## src/rtl/uart_rx_fsm.sv

```systemverilog
// UART receiver: 8 data bits LSB first, one parity bit, one stop bit.
// Samples mid-bit from a synchronized copy of the serial line.
module uart_rx_fsm #(
    parameter int CLKS_PER_BIT = 5208,
    parameter bit PARITY_EVEN  = 1'b1
) (
    input  logic       clk,
    input  logic       rst,
    input  logic       rx_i,
    output logic [7:0] rx_data,
    output logic       rx_done,
    output logic       parity_err,
    output logic       frame_err,
    output logic       busy
);

    localparam logic [15:0] FULL_TC = 16'(CLKS_PER_BIT - 1);
    localparam logic [15:0] HALF_TC = 16'(CLKS_PER_BIT / 2 - 1);

    typedef enum logic [2:0] {
        IDLE   = 3'd0,
        START  = 3'd1,
        DATA   = 3'd2,
        PARITY = 3'd3,
        STOP   = 3'd4,
        BREAK  = 3'd5
    } state_t;

    state_t      state;
    logic        sync1;
    logic        rxs;
    logic [15:0] timer;
    logic [3:0]  bit_cnt;
    logic [7:0]  shift_reg;
    logic        perr;
    logic        strobe;

    // Synchronizer flops reset high so reset never looks like a start edge.
    always_ff @(posedge clk or posedge rst) begin
        if (rst) begin
            sync1 <= 1'b1;
            rxs   <= 1'b1;
        end else begin
            sync1 <= rx_i;
            rxs   <= sync1;
        end
    end

    // The start bit uses a half-period terminal count to land on mid-bit.
    always_comb begin
        strobe = 1'b0;
        if (state == START)
            strobe = (timer == HALF_TC);
        else
            strobe = (timer == FULL_TC);
    end

    always_ff @(posedge clk or posedge rst) begin
        if (rst) begin
            state      <= IDLE;
            timer      <= 16'd0;
            bit_cnt    <= 4'd0;
            shift_reg  <= 8'h00;
            perr       <= 1'b0;
            rx_data    <= 8'h00;
            rx_done    <= 1'b0;
            parity_err <= 1'b0;
            frame_err  <= 1'b0;
            busy       <= 1'b0;
        end else begin
            rx_done <= 1'b0;
            case (state)
                IDLE: begin
                    timer   <= 16'd0;
                    bit_cnt <= 4'd0;
                    if (!rxs) begin
                        state <= START;
                        busy  <= 1'b1;
                    end
                end

                START: begin
                    if (strobe) begin
                        timer <= 16'd0;
                        if (!rxs) begin
                            state <= DATA;
                        end else begin
                            state <= IDLE;
                            busy  <= 1'b0;
                        end
                    end else begin
                        timer <= timer + 16'd1;
                    end
                end

                DATA: begin
                    if (strobe) begin
                        timer     <= 16'd0;
                        shift_reg <= {rxs, shift_reg[7:1]};
                        bit_cnt   <= bit_cnt + 4'd1;
                        if (bit_cnt == 4'd7)
                            state <= PARITY;
                    end else begin
                        timer <= timer + 16'd1;
                    end
                end

                PARITY: begin
                    if (strobe) begin
                        timer <= 16'd0;
                        perr  <= rxs ^ (^shift_reg) ^ !PARITY_EVEN;
                        state <= STOP;
                    end else begin
                        timer <= timer + 16'd1;
                    end
                end

                // A low stop bit means a break: hold off start detection until the line recovers.
                STOP: begin
                    if (strobe) begin
                        timer      <= 16'd0;
                        rx_data    <= shift_reg;
                        parity_err <= perr;
                        frame_err  <= !rxs;
                        rx_done    <= 1'b1;
                        if (rxs) begin
                            state <= IDLE;
                            busy  <= 1'b0;
                        end else begin
                            state <= BREAK;
                        end
                    end else begin
                        timer <= timer + 16'd1;
                    end
                end

                BREAK: begin
                    timer   <= 16'd0;
                    bit_cnt <= 4'd0;
                    if (rxs) begin
                        state <= IDLE;
                        busy  <= 1'b0;
                    end
                end

                default: begin
                    state   <= IDLE;
                    timer   <= 16'd0;
                    bit_cnt <= 4'd0;
                    busy    <= 1'b0;
                end
            endcase
        end
    end

endmodule
```

## config.mk

```make
export PLATFORM = sky130hd
export DESIGN_NAME = uart_rx_fsm
export DESIGN_NICKNAME = d
export VERILOG_FILES = /design/src/rtl/uart_rx_fsm.sv
export SDC_FILE = /design/constraint.sdc
export NUM_CORES = 1
export LEC_CHECK = 0
export CAP_MARGIN = 40
export CORE_MARGIN = 4
export CORE_UTILIZATION = 40
export CTS_CLUSTER_SIZE = 12
export DETAILED_ROUTE_END_ITERATION = 7
export PLACE_DENSITY = 0.65
export SYNTH_ARGS = -nofsm -noshare
export SYNTH_HDL_FRONTEND = slang
export SYNTH_SLANG_ARGS = --single-unit
```

## constraint.sdc

```tcl
create_clock -name clk -period 2.91 [get_ports clk]
set_input_delay 0.291 -clock clk [delete_from_list [all_inputs] [get_ports clk]]
set_output_delay 0.291 -clock clk [all_outputs]
set_load 0.01 [all_outputs]
```

# After elaboration in Yosys (flattened, before gate mapping)
# Cells that the tools add are included.
dict set report word_totals {
  mem_bits_ro 0
  word_cells 67
  latch_bits 0
  in_bits 3
  output_inout_bits 12
  n_memories 0
  ff_bits 46
  ram_bits 0
}
dict set report classes {
  n_reduce_logical 13
  muxes 21
  n_mul 0
  n_eq_ne 16
  div_mod_pow 0
  n_bitwise 3
  add_sub_neg 2
  n_lt_le_gt_ge 0
  n_shift 0
}
# operator n
set ops {}
lappend ops {{two-way mux 16 bit} 2}
lappend ops {{two-way mux 3 bit} 8}
lappend ops {{case mux 3 bit (6 select lines)} 1}
lappend ops {{adder 16 x 1 -> 16 bit, second input constant} 1}
lappend ops {{equality test 16 x 12 -> 1 bit, second input constant} 1}
lappend ops {{equality test 16 x 13 -> 1 bit, second input constant} 1}
lappend ops {{inequality test 2 bit, second input constant} 7}
lappend ops {{case mux 4 bit (2 select lines)} 1}
lappend ops {{AND reduction 2 bit} 4}
lappend ops {{parity 8 bit} 1}
lappend ops {{AND reduction 7 bit} 1}
lappend ops {{equality test 3 x 2 -> 1 bit, second input constant} 2}
lappend ops {{equality test 3 bit, second input constant} 2}
lappend ops {{two-way mux 1 bit} 6}
lappend ops {{adder 4 x 1 -> 4 bit, second input constant} 1}
lappend ops {{equality test 4 x 3 -> 1 bit, second input constant} 1}
lappend ops {{two-way mux 4 bit} 1}
lappend ops {{case mux 1 bit (4 select lines)} 1}
lappend ops {{OR reduction 2 bit} 2}
lappend ops {{OR reduction 4 bit} 1}
lappend ops {{equality test 3 x 1 -> 1 bit, second input constant} 1}
lappend ops {{zero test 3 bit} 1}
lappend ops {{AND reduction 3 bit} 1}
lappend ops {{OR reduction 3 bit} 1}
lappend ops {{other kinds (5)} 6}

# Longest topological paths before layout
# Gate-level depths: netlist (run 1).
dict set report depth {
  ltp_word 4
  mapped_depth 7
  ltp_nobuf 6
}

# Least setup slack after synthesis (run 1)
# Ideal clock, no wire load.
dict set report synth_timing {
  path_kind {reg-to-reg}
  startpoint {register timer[2]}
  endpoint {register parity_err}
  arrival_ps 1688
  slack_ps 1097
  stages_incl_launch_ff 7
  setup_time_ps 125
  t_required_ps 2785
  synth_period_minus_slack_ps 1813
  n_path_buf 1
  cell_sequence {dfrtp_1 > and4bb_2 > nand4b_1 > a21oi_2 > nor3b_2 > buf_6 > mux2_4}
}
dict set report synth_between {
  elab_chain_len 3
  word_cells_on_any_way 4
  classes_between {eq/ne: 2; mux: 1; reduce/logical: 1}
}
# item line_no
set synth_lines {}
lappend synth_lines {{from (decl)} 32} ;# logic [15:0] timer;
lappend synth_lines {{from (signal assigned)} 92} ;# timer <= timer + 16'd1;
lappend synth_lines {{from (signal assigned)} 104} ;# timer <= timer + 16'd1;
lappend synth_lines {{from (signal assigned)} 114} ;# timer <= timer + 16'd1;
lappend synth_lines {{equality test 16 x 13 -> 1 bit / equality test 16 x 12 -> 1 bit (equally long branches)} {55, 53}}
lappend synth_lines {{two-way mux 1 bit (*)} 52} ;# if (state == START)
lappend synth_lines {{AND reduction 2 bit (no source line) (*)} n/a}
lappend synth_lines {{to (signal assigned)} 123} ;# parity_err <= perr;
lappend synth_lines {{to (decl)} 12} ;# output logic parity_err,
# Mark *: on every way between the ends. The rest lies on a longest branch, timed or not.
# A chain may end at the register's enable or synchronous reset.

# Worst setup path after layout (run 1)
dict set report layout_timing {
  startpoint {register state[2]}
  endpoint {register rx_data[4]}
}
dict set report layout_between {
  elab_chain_len 3
  word_cells_on_any_way 4
  classes_between {eq/ne: 2; mux: 1; reduce/logical: 1}
}
# item line_no
set layout_lines {}
lappend layout_lines {{from (decl)} 29} ;# state_t state;
lappend layout_lines {{from (signal assigned)} 60} ;# state <= IDLE;
lappend layout_lines {{from (signal assigned)} 77} ;# state <= START;
lappend layout_lines {{from (signal assigned)} 86} ;# state <= DATA;
lappend layout_lines {{equality test 3 x 1 -> 1 bit} 52}
lappend layout_lines {{two-way mux 1 bit} 52}
lappend layout_lines {{AND reduction 2 bit (no source line) (*)} n/a}
lappend layout_lines {{to (signal assigned)} 122} ;# rx_data <= shift_reg;
lappend layout_lines {{to (decl)} 10} ;# output logic [7:0] rx_data,
# Marked as above.

==> out/metrics.cfg, run 1 <==
[clock_network]
tritoncts=built
cts_root_buf=clkbuf_8
hold_buffers=0
clk_latency_ns=0.30
cts_buffers=5
cts_resized=0
cts_buffer_depth=2
cts-htree-levels=2
clock-sinks=46
clk_pin_slew_ns=0.08
post_cts_buffers=0

[logic_synthesis]
synthTopCellsByCount=44 x dfrtp_1, 22 x nor2_1, 15 x nand2_1
synth_edf_count=0
netlist_instances=202
async_flop_share_pct=100
syn_nets=207
synth_area_leaders=dfrtp_1 49%, mux2_4 6.0%, mux2_2 5.5%
synth-compound-area-share_pct=5.07
synth.mux.area_fraction_pct=12.7
synth.top_cell.area_share_pct=48.5
yosysTopAreaCell=dfrtp_1
synth-simple-area-share_pct=18.7
synth_ff_type=dfrtp_1
synth_fa_ha_area_share_pct=1.10
synth_most_common_cell=dfrtp_1
synth_top_family_by_area=simple AND/OR/NAND/NOR gates
avgSynthCellArea_um2=11.2
ys_seq_area_share_pct=50.8
synthesis.area_mm2=0.00227
synth.distinct_cells=42
synth_xor_area_share_pct=8.49
yosys_warnings=0
ys_ff_latch=46

[power]
peakVddDrop_v=0.000250
power_w=0.00113
powerDensity_mw_per_mm2=434
p_leak_nw=1.19

[die]
die_height_um=83.3
boundaryPins=15
start_util_pct=41.2
core_area_mm2=0.00551
die_w_um=83.3
rows=27
dieArea_mm2=0.00694

[sta]
setup_tns_ns=0
fin_crit_sh_pct=79.1
layout_min_cycle_time_ns=2.30
skew_ns=0.00714
fmax_ghz=0.434
hold_viol=0
worstMarginPinSlew_ns=0.573
slew_viol_final=0
rsz0062_at_grt=false
setup_viol=0
slew_headroom_pct=61.7

[routing]
final_antenna_net_count=0
drcViolationCount=0
finalWirelength_um=3840
wire_per_inst_um=13.2
num_vias=1464
viasPerCell=5.01
dr.pass1.iters=4
drt_iter0_markers=50

[setup_path]
critical_path_arrival_ns=2.49
endpoint_kind=flop
reg2regPathDepth=6
crit_type=reg2reg
worstPathRequired_ns=3.10
critical_path.max_fanout=14
critPathLaunchType=flop

[place]
io_buffers=14
gp_congestion=0.811
place_area_mm2=0.00251
dp.cells=284
dpl.hpwl_um=2660

[cells_and_area]
final_area_mm2=0.00262
antennaDiodeCount=0
nets=224
final_cells=292
syn_to_final_growth_pct=15.3
largest_reg_flops=16
drive_above_1_share_pct=18.2
finalCoreUtilization_pct=47.5

[grt]
grt_overflow=0
antenna_found_initial=0
grtUsageTotal_pct=12.1
grt_pass1_vias=1419
grt_max_degree=25
grt_pass1_wl_um=6820

[job]
drv_cap=0

[min_path]
hp-class=in2async

[outcome]
outcome=finished, final reports clean

where the power goes:
group	leakage, nW	total [W]	internal [W]	switching, W
Combinational	0.519	0.0000230	0.00000847	0.0000145
Sequential	0.616	0.000643	0.000641	0.00000201
Clock	0.0514	0.000469	0.000256	0.000213
Total	1.19	0.00113	0.000906	0.000229
cells by family (layout without fill, tap and decap cells):
family                     after synthesis  after routing
muxes                                   23             23
and+or+nand+nor                         78             78
DFF                                     46             46
xor gates and xnor gates                22             22
AOI/OAI and AO/OA                       18             18
buffers and inverters                   13             31
adders and majority gates                2              2
cell type report:
cell class,instances,area (µm²)
inverters,4,15.0
repair buffers,19,201
clock buffers,6,72.6
flip-flops and latches,46,1150
clock inverters,2,37.5
multi-input cells,143,1050
fillers,498,2890
well taps,72,90.1
per-stage QoR:
step	hold WS, ns	worst slack (ns)
global placement	0.346	0.665
finish	0.336	0.608
CTS	0.345	0.615
detailed placement	0.357	0.624
global route	0.371	0.471
floorplan	0.295	1.10
final timing paths:
check / from / endpoint / slack (ns)
worst max-delay path: state[2] / rx_data[4] / 0.61
worst min-delay path: rst / timer[1] / 0.34
worst max register to register: state[2] / rx_data[4] / 0.61
worst min register to register: sync1 / rxs / 0.37
max in group asynchronous: rst / rxs / 2.02
min in group clk: sync1 / rxs / 0.37
critical path, cell delays in order, from the launching register on:
cell      delay, ns
dfrtp_1        0.53
and2b_2        0.34
nand4b_1       0.15
a21oi_2        0.35
nor3b_2        0.24
buf_4          0.25
mux2_4         0.32
per-layer routing:
| metal | up-vias | track usage [%] | wire length (µm) |
|---|---|---|---|
| li1 | 736 | - | - |
| met2 | 18 | 17.5 | 1700 |
| met3 | 5 | 2.88 | 114 |
| met1 | 705 | 16.7 | 1960 |
| met5 | - | 0 | 0 |
| met4 | 0 | 6.24 | 65 |
cell usage in the layout, fill, tap and decap left out, drive strengths merged, types with 2 or more instances in the layout:
master / Yosys / routed
a211oi: 2 / 2
a21oi: 5 / 5
and2: 3 / 3
and3: 2 / 2
and4: 3 / 3
and4bb: 2 / 2
buf: 5 / 5
clkbuf: 4 / 6
clkdlybuf4s50: 0 / 14
dfrtp: 44 / 44
dfstp: 2 / 2
ha: 2 / 2
inv: 4 / 4
mux2: 20 / 20
mux2i: 3 / 3
nand2: 15 / 15
nand2b: 4 / 4
nand3: 9 / 9
nand4: 3 / 3
nand4b: 2 / 2
nor2: 22 / 22
nor3: 3 / 3
nor4: 3 / 3
o21ai: 6 / 6
xnor2: 8 / 8
xor2: 14 / 14
Power figures use the tool's default switching activity.
==> run 2: changes to the inputs <==
clock period = 2.2 ns   (was 2.91 ns; I/O delays follow)
==> out/metrics.cfg, run 2 (synthesized netlist as in run 1, its figures left out) <==
[clock_network]
clock-sinks=46
cts-htree-levels=2
clk_latency_ns=0.30
clk_pin_slew_ns=0.09
tritoncts=built
hold_buffers=0
cts_root_buf=clkbuf_8
post_cts_buffers=0
cts_buffer_depth=2
cts_resized=0
cts_buffers=5

[setup_path]
cp_top_family=simple AND/OR/NAND/NOR gates
critical_path_arrival_ns=2.19
crit_chain=and4bb_2, nand4b_1, a21oi_2, nor3b_2, buf_4, mux2_4
slowest_stage=dfrtp_1
worstPathRequired_ns=2.38
r2r_slack_ns=0.19
critPathMaxStageDelay_ns=0.46
path_buf_inv=1
critical_path.max_fanout=10
timing.rr.start=timer[2]
crit_path_start=timer[2]
crit_type=reg2reg
endpoint_kind=flop
critPathLaunchType=flop

[cells_and_area]
nets=230
drive_above_1_share_pct=20.4
nFillCells=509
final_area_mm2=0.00261
syn_to_final_growth_pct=15.2
final_cell_mix=44 x dfrtp_1, 22 x nor2_1, 15 x nand2_1, 14 x xor2_1, 14 x clkdlybuf4s50_1
antennaDiodeCount=0
largest_reg_flops=16
finalCoreUtilization_pct=47.5
seq_area_mm2=0.00115
final_common_cell=dfrtp_1
multi_input_area_mm2=0.00105

[routing]
drt_iter0_markers=58
num_vias=1500
viasPerCell=5.03
wire_per_inst_um=13.5
finalWirelength_um=4030
final_antenna_net_count=0
dr.pass1.iters=4
drcViolationCount=0

[grt]
grt_pass1_wl_um=7180
antenna_found_initial=0
grt_overflow=0
grt_pass1_vias=1476
grt_max_degree=23
grtUsageTotal_pct=12.4

[power]
powerDensity_mw_per_mm2=529
p_leak_nw=1.20
peakVddDrop_v=0.000388

[place]
place_area_mm2=0.00253
dpl.hpwl_um=2840
io_buffers=14
gp_congestion=0.822
place_ws_ns=0.164

[die]
rows=27
boundaryPins=15
dieArea_mm2=0.00694
core_area_mm2=0.00551
die_w_um=83.3
start_util_pct=41.2
die_height_um=83.3

[sta]
worstMarginPinSlew_ns=0.436
fin_crit_sh_pct=91.5
rsz0062_at_grt=false
slew_viol_final=0
setup_viol=0
fmax_ghz=0.497
layout_min_cycle_time_ns=2.01
skew_ns=0.0125
setup_tns_ns=0
worst_slack_ns=0.187
hold_viol=0
slew_headroom_pct=70.9

[outcome]
outcome=finished, final reports clean

[job]
drv_cap=0

[min_path]
hp-class=in2async

[run 2: path summary, 6_finish.rpt]
path,end,cells after the start
max in group asynchronous,state[0],3
min in group clk,sync1,1
setup reg to reg,rx_data[7],6
hold / removal,timer[0],2
hold reg to reg,rxs,0
setup / recovery,rx_data[7],6
[run 2: power by group]
group | switching, W | leakage [nW] | internal [W]
logic | 0.0000188 | 0.541 | 0.00000858
registers | 0.00000248 | 0.616 | 0.000848
clock network | 0.000280 | 0.0385 | 0.000225
[run 2: cell type report]
cell class,instances,area share (%)
multi-input combinational,143,40.1
timing repair buffer,25,8.52
clock inverter,1,0.287
inverter,4,0.574
clock buffer,7,2.92
tap,72,3.45
sequential,46,44.1
[run 2: layer usage]
layer | vias to the layer above | track usage [%] | routed length, µm
met5 | - | 0 | 0
met4 | 0 | 4.01 | 57
met3 | 5 | 2.48 | 90
met2 | 16 | 18.6 | 1810
met1 | 728 | 18.0 | 2070
li1 | 751 | - | -
[run 2: per-stage QoR]
step,total power (W),hold WS [ns],std cells
after global routing,0.00145,0.271,298
final,0.00138,0.233,298
after floorplan,0.000884,0.224,202
after CTS,0.00140,0.247,298
after global placement,0.000896,0.345,290
after detailed placement,0.000897,0.349,290
